<file path="src/rtl/pipe_pkg.sv">
// Shared types and constants for the pipeline stage register.
package pipe_pkg;

    localparam int unsigned PIPE_DATA_W = 64;
    localparam int unsigned PIPE_CNT_W  = 2;

    typedef enum logic [1:0] {
        EMPTY = 2'd0,
        ONE   = 2'd1,
        TWO   = 2'd2
    } pipe_state_e;

    // Occupancy is encoded directly in the state value.
    function automatic logic [PIPE_CNT_W-1:0] state_count(pipe_state_e s);
        return PIPE_CNT_W'(s);
    endfunction

endpackage

</file>
<file path="src/rtl/pipe_stage_reg_if.sv">
// Valid/ready handshake bundle for one pipeline stage (upstream + downstream side).
interface pipe_stage_reg_if #(
    parameter int unsigned DATA_W = pipe_pkg::PIPE_DATA_W
) ();
    import pipe_pkg::*;

    logic                  in_valid;
    logic                  in_ready;
    logic [DATA_W-1:0]     in_data;
    logic                  out_valid;
    logic                  out_ready;
    logic [DATA_W-1:0]     out_data;
    logic [PIPE_CNT_W-1:0] count;

    // The stage itself.
    modport slave (
        input  in_valid, in_data, out_ready,
        output in_ready, out_valid, out_data, count
    );

    // The surroundings: upstream producer and downstream consumer.
    modport master (
        output in_valid, in_data, out_ready,
        input  in_ready, out_valid, out_data, count
    );
endinterface

</file>
<file path="src/rtl/pipe_stage_reg.sv">
// Pipeline stage register: single entry (SKID=0) or two-entry skid buffer (SKID=1).
module pipe_stage_reg
    import pipe_pkg::*;
#(
    parameter int unsigned DATA_W = PIPE_DATA_W,
    parameter int unsigned SKID   = 1
) (
    input  logic             clk,
    input  logic             reset_n,
    input  logic             flush,
    input  logic             hold,
    pipe_stage_reg_if.slave  bus
);

    logic in_xfer;
    logic out_xfer;

    // Handshake qualifiers; hold and reset already gate ready/valid.
    assign in_xfer  = bus.in_valid  && bus.in_ready;
    assign out_xfer = bus.out_valid && bus.out_ready;

    if (SKID == 0) begin : g_single
        logic              valid_q, valid_d;
        logic [DATA_W-1:0] data_q,  data_d;

        // State register with synchronous reset.
        always_ff @(posedge clk) begin
            if (!reset_n) begin
                valid_q <= 1'b0;
                data_q  <= '0;
            end else begin
                valid_q <= valid_d;
                data_q  <= data_d;
            end
        end

        // Next state: flush clears, input replaces, lone output drains.
        always_comb begin
            valid_d = valid_q;
            data_d  = data_q;
            if (flush) begin
                valid_d = 1'b0;
                data_d  = '0;
            end else if (in_xfer) begin
                valid_d = 1'b1;
                data_d  = bus.in_data;
            end else if (out_xfer) begin
                valid_d = 1'b0;
                data_d  = '0;
            end
        end

        assign bus.in_ready  = reset_n && !hold && (!valid_q || bus.out_ready);
        assign bus.out_valid = reset_n && !hold && valid_q;
        assign bus.out_data  = bus.out_valid ? data_q : '0;
        assign bus.count     = {1'b0, valid_q};
    end else begin : g_skid
        pipe_state_e       state_q, state_d;
        logic [DATA_W-1:0] data0_q, data0_d;  // output slot
        logic [DATA_W-1:0] data1_q, data1_d;  // skid slot

        // State register with synchronous reset.
        always_ff @(posedge clk) begin
            if (!reset_n) begin
                state_q <= EMPTY;
                data0_q <= '0;
                data1_q <= '0;
            end else begin
                state_q <= state_d;
                data0_q <= data0_d;
                data1_q <= data1_d;
            end
        end

        // Next state: occupancy FSM; TWO drains by promoting the skid entry.
        always_comb begin
            state_d = state_q;
            data0_d = data0_q;
            data1_d = data1_q;
            if (flush) begin
                state_d = EMPTY;
                data0_d = '0;
                data1_d = '0;
            end else begin
                case (state_q)
                    EMPTY: begin
                        if (in_xfer) begin
                            state_d = ONE;
                            data0_d = bus.in_data;
                        end
                    end
                    ONE: begin
                        if (in_xfer && out_xfer) begin
                            data0_d = bus.in_data;
                        end else if (in_xfer) begin
                            state_d = TWO;
                            data1_d = bus.in_data;
                        end else if (out_xfer) begin
                            state_d = EMPTY;
                            data0_d = '0;
                        end
                    end
                    TWO: begin
                        if (out_xfer) begin
                            state_d = ONE;
                            data0_d = data1_q;
                            data1_d = '0;
                        end
                    end
                    default: begin
                        state_d = EMPTY;
                        data0_d = '0;
                        data1_d = '0;
                    end
                endcase
            end
        end

        // Ready depends only on state, never on out_ready.
        assign bus.in_ready  = reset_n && !hold && (state_q != TWO);
        assign bus.out_valid = reset_n && !hold && (state_q != EMPTY);
        assign bus.out_data  = bus.out_valid ? data0_q : '0;
        assign bus.count     = state_count(state_q);
    end

endmodule

</file>
<file path="src/flat_wrapper.sv">
// flat-port wrapper written by rule: the top's interface ports become plain ports
module pipe_stage_reg_flat import pipe_pkg::*;
#(
    parameter int unsigned DATA_W = PIPE_DATA_W,
    parameter int unsigned SKID   = 1
)
  (clk, reset_n, flush, hold, bus_in_valid, bus_in_data, bus_out_ready, bus_in_ready, bus_out_valid, bus_out_data, bus_count);
  pipe_stage_reg_if #(.DATA_W(DATA_W)) bus_i ();
  input  logic clk;
  input  logic reset_n;
  input  logic flush;
  input  logic hold;
  input wire logic [$bits(bus_i.in_valid)-1:0] bus_in_valid;
  input wire logic [$bits(bus_i.in_data)-1:0] bus_in_data;
  input wire logic [$bits(bus_i.out_ready)-1:0] bus_out_ready;
  output wire logic [$bits(bus_i.in_ready)-1:0] bus_in_ready;
  output wire logic [$bits(bus_i.out_valid)-1:0] bus_out_valid;
  output wire logic [$bits(bus_i.out_data)-1:0] bus_out_data;
  output wire logic [$bits(bus_i.count)-1:0] bus_count;
  assign bus_i.in_valid = bus_in_valid;
  assign bus_i.in_data = bus_in_data;
  assign bus_i.out_ready = bus_out_ready;
  assign bus_in_ready = bus_i.in_ready;
  assign bus_out_valid = bus_i.out_valid;
  assign bus_out_data = bus_i.out_data;
  assign bus_count = bus_i.count;
  pipe_stage_reg #(.DATA_W(DATA_W), .SKID(SKID)) u_core (.clk(clk), .reset_n(reset_n), .flush(flush), .hold(hold), .bus(bus_i));
endmodule
</file>
<file path="config.mk">
export PLATFORM = sky130hd
export DESIGN_NAME = pipe_stage_reg_flat
export DESIGN_NICKNAME = d
export VERILOG_FILES = /design/src/rtl/pipe_pkg.sv /design/src/rtl/pipe_stage_reg_if.sv /design/src/rtl/pipe_stage_reg.sv /design/src/flat_wrapper.sv
export SDC_FILE = /design/constraint.sdc
export NUM_CORES = 1
export LEC_CHECK = 0
export BUFFER_PORTS_ARGS = -buffer_cell sky130_fd_sc_hd__buf_4
export CORE_MARGIN = 5
export CORE_UTILIZATION = 45
export CTS_BUF_LIST = sky130_fd_sc_hd__clkbuf_16
export DETAILED_ROUTE_END_ITERATION = 8
export PLACE_DENSITY_LB_ADDON = 0.2
export SLEW_MARGIN = 10
export SYNTH_ARGS = -nofsm -noshare
export SYNTH_HDL_FRONTEND = slang
export SYNTH_SLANG_ARGS = --single-unit
</file>
<file path="constraint.sdc">
create_clock -name clk -period 1.4 [get_ports clk]
set_input_delay 0.28 -clock clk [delete_from_list [all_inputs] [get_ports clk]]
set_output_delay 0.28 -clock clk [all_outputs]
set_load 0.01 [all_outputs]
</file>
==> qor.csv <==
metric;value;unit
switchingPower;2.36;mW
yosys_warnings;0;
grt_pass1_vias;6444;
numCtsBuffers;17;
dieArea;18700;um^2
nets;1086;
cap_viol_max_count;0;
yosys-top-cells-area;dfxtp_1 (36%), mux2i_1 (18%), o32ai_2 (14%);
fin_crit;1960;ps
worstPathRequired;1120;ps
cts_buffer_depth;2;
ys_top_cells_by_count;nand2_1 (194), dfxtp_1 (130), mux2i_1 (129), nor2_1 (68), a21oi_1 (67);
dieWidth;137;um
vias;7025;
initialDrtViolationCount;572;
fin_area;11800;um^2
cts.sinks;130;
ant_nets;0;
die_h;137;um
ys_ff_latch;130;
multi_input_area;5070;um^2
gr-total-overflow;0;
yosysSeqAreaShare;36.0;%
grt_pass1_wl;34.4;mm
ys_async_sr_fraction;0;%
clkPwrFrac;44.7;%
clkLatencyLatePin;420;ps
synthMostInstantiatedCell;nand2_1;
path_class;register to primary output;
worst-path-max-fanout;9;
viasPerCell;5.65;
post_drt_wl_per_cell;21.0;um
start_util;45.7;%
setup.worst_path.end_class;primary output;
syn_area_per_cell;8.90;um^2
area_delta_synth_final;62.9;%
dp_cells;1137;
synth_top_area_share;36.0;%
synth-edff-count;0;
wirelength;26.2;mm
final_layout_size_suffix_gt1_share;50.0;%
cts_max_level;4;
setup-tns-final;-86720;ps
io_buffers;137;
yosys.cell_types.count;28;
cts_root_buf;clkbuf_16;
syn-num-nets;882;
track_usage;23.5;%
status;finished, violations left;
whs;121;ps
final-seq-area;2610;um^2
power.density;763;nW/um^2
cts_tree;done;
worstPathArrival;1680;ps
core_area;15800;um^2
period_share;140;%
p_leak;4.33;nW
intPower;6.62;mW
io-pin-count;138;
ys.flop_type;dfxtp_1;
p_comb_share;13.6;%
finalHoldViolations;0;
yosys.area.top_type;dfxtp_1;
cp-start-kind;register;
syn-instance-count;812;
finalNonFillerCells;1243;
peakVddDrop;876;uV
violations;setup timing;
rows;46;
max_freq;0.511;GHz
drc_errors;0;
setup_violations;197;
nFillCells;1009;
relSlewSlack;78.7;%
worst_pin_slew;319;ps
syn_area;7230;um^2
grt_max_degree;62;
antenna_found_initial;0;
postCtsHoldBufs;0;
slew_violations;0;
grt_setup_unrepaired;yes;
power_frac_seq;41.7;%
fin_skew;6.21;ps
fin_ws;-558;ps
diodes;0;
min_path_type;input port to register;
hpwl;12.3;mm
clk_pin_slew_worst_paths;60;ps
dr.pass1.iters;5;
p_sw_share;26.3;%
dpl_cell_area;8910;um^2
place.gp.congestion;0.768;
==> power groups by stage <==
stage	logic, mW	registers, mW	clock network (mW)
2_1_floorplan	0.481	3.82	0
3_3_place_gp	0.883	3.82	0
3_5_place_dp	0.889	3.82	0
4_1_cts	1.03	3.74	3.99
5_1_grt	1.29	3.74	4.21
6_report	1.22	3.74	4.02
==> layout by cell type (no fill, tap or decap), drive strengths merged, types with 6 or more instances in the layout <==
master	count
mux2i	129
o32ai	64
nand2	195
nor2	68
clkbuf	34
buf	243
dfxtp	130
and2	64
a21oi	67
clkinv	6
==> final timing paths <==
kind	end	slack [ps]	startpoint	cells after the start
max	bus_out_data[46]	-560	u_core.bus.count[0]$_SDFFE_PP0P_	7
min	u_core.g_skid.data1_q[9]$_SDFFE_PP0P_	120	bus_in_data[9]	3
max reg2reg	u_core.g_skid.data1_q[34]$_SDFFE_PP0P_	-530	u_core.bus.count[0]$_SDFFE_PP0P_	10
min reg2reg	u_core.g_skid.data1_q[27]$_SDFFE_PP0P_	460	u_core.g_skid.data1_q[27]$_SDFFE_PP0P_	2
==> kinds of logic (layout without fill, tap and decap cells) <==
logic type,after synthesis,count (layout),synth area share [%]
and+or+nand+nor,335,336,20.3
AOI/OAI and AO/OA,137,137,19.3
muxes,130,130,18.0
DFF,130,130,36.0
buffers and inverters,79,293,6.27
xor gates and xnor gates,1,1,0.121
==> flip-flops by register name, indices dropped and copies added, names as in the netlist <==
register               cells
u_core.g_skid.data1_q     64
u_core.bus.count           2
u_core.g_skid.data0_q     64
==> through the flow <==
stage / power [mW] / util, % / setup WS, ps
2_1_floorplan: 4.30 / - / -35.5
6_report: 8.98 / 74.4 / -558
3_3_place_gp: 4.71 / 56.3 / -247
3_5_place_dp: 4.71 / 56.3 / -273
4_1_cts: 8.77 / 66.1 / -483
5_1_grt: 9.25 / 74.4 / -626
==> what timing repair did <==
| action | 4_1_cts | 5_1_grt |
|---|---|---|
| setup endpoints to repair | 196 | 198 |
| pin swaps | 47 | 64 |
| cloned | 15 | 20 |
| gates resized for setup | 119 | 185 |
| hold endpoints to repair | 0 | 0 |
| buffers inserted | 19 | 29 |
==> routing by layer <==
metal	vias to the layer above	track usage (%)	wire, um
li1	3223	-	-
met1	3454	30.5	10500
met2	281	38.9	13100
met3	67	5.29	1670
met4	0	7.28	881
met5	-	0	0
==> cell type report <==
class	count	area share, %
multi-input cells	604	43.1
repair buffers	261	28.0
flip-flops and latches	130	22.2
clock buffers	17	3.61
well taps	216	2.30
clock inverters	13	0.712
inverters	2	0.128
==> critical path, cell delays in order, from the launching register on <==
cell	delay, ps
dfxtp_4	380
nor2_4	40
buf_6	110
nor2_4	190
buf_12	150
buf_8	130
and2_1	130
buf_4	120
Note: power is estimated with default switching activity, not from simulation.
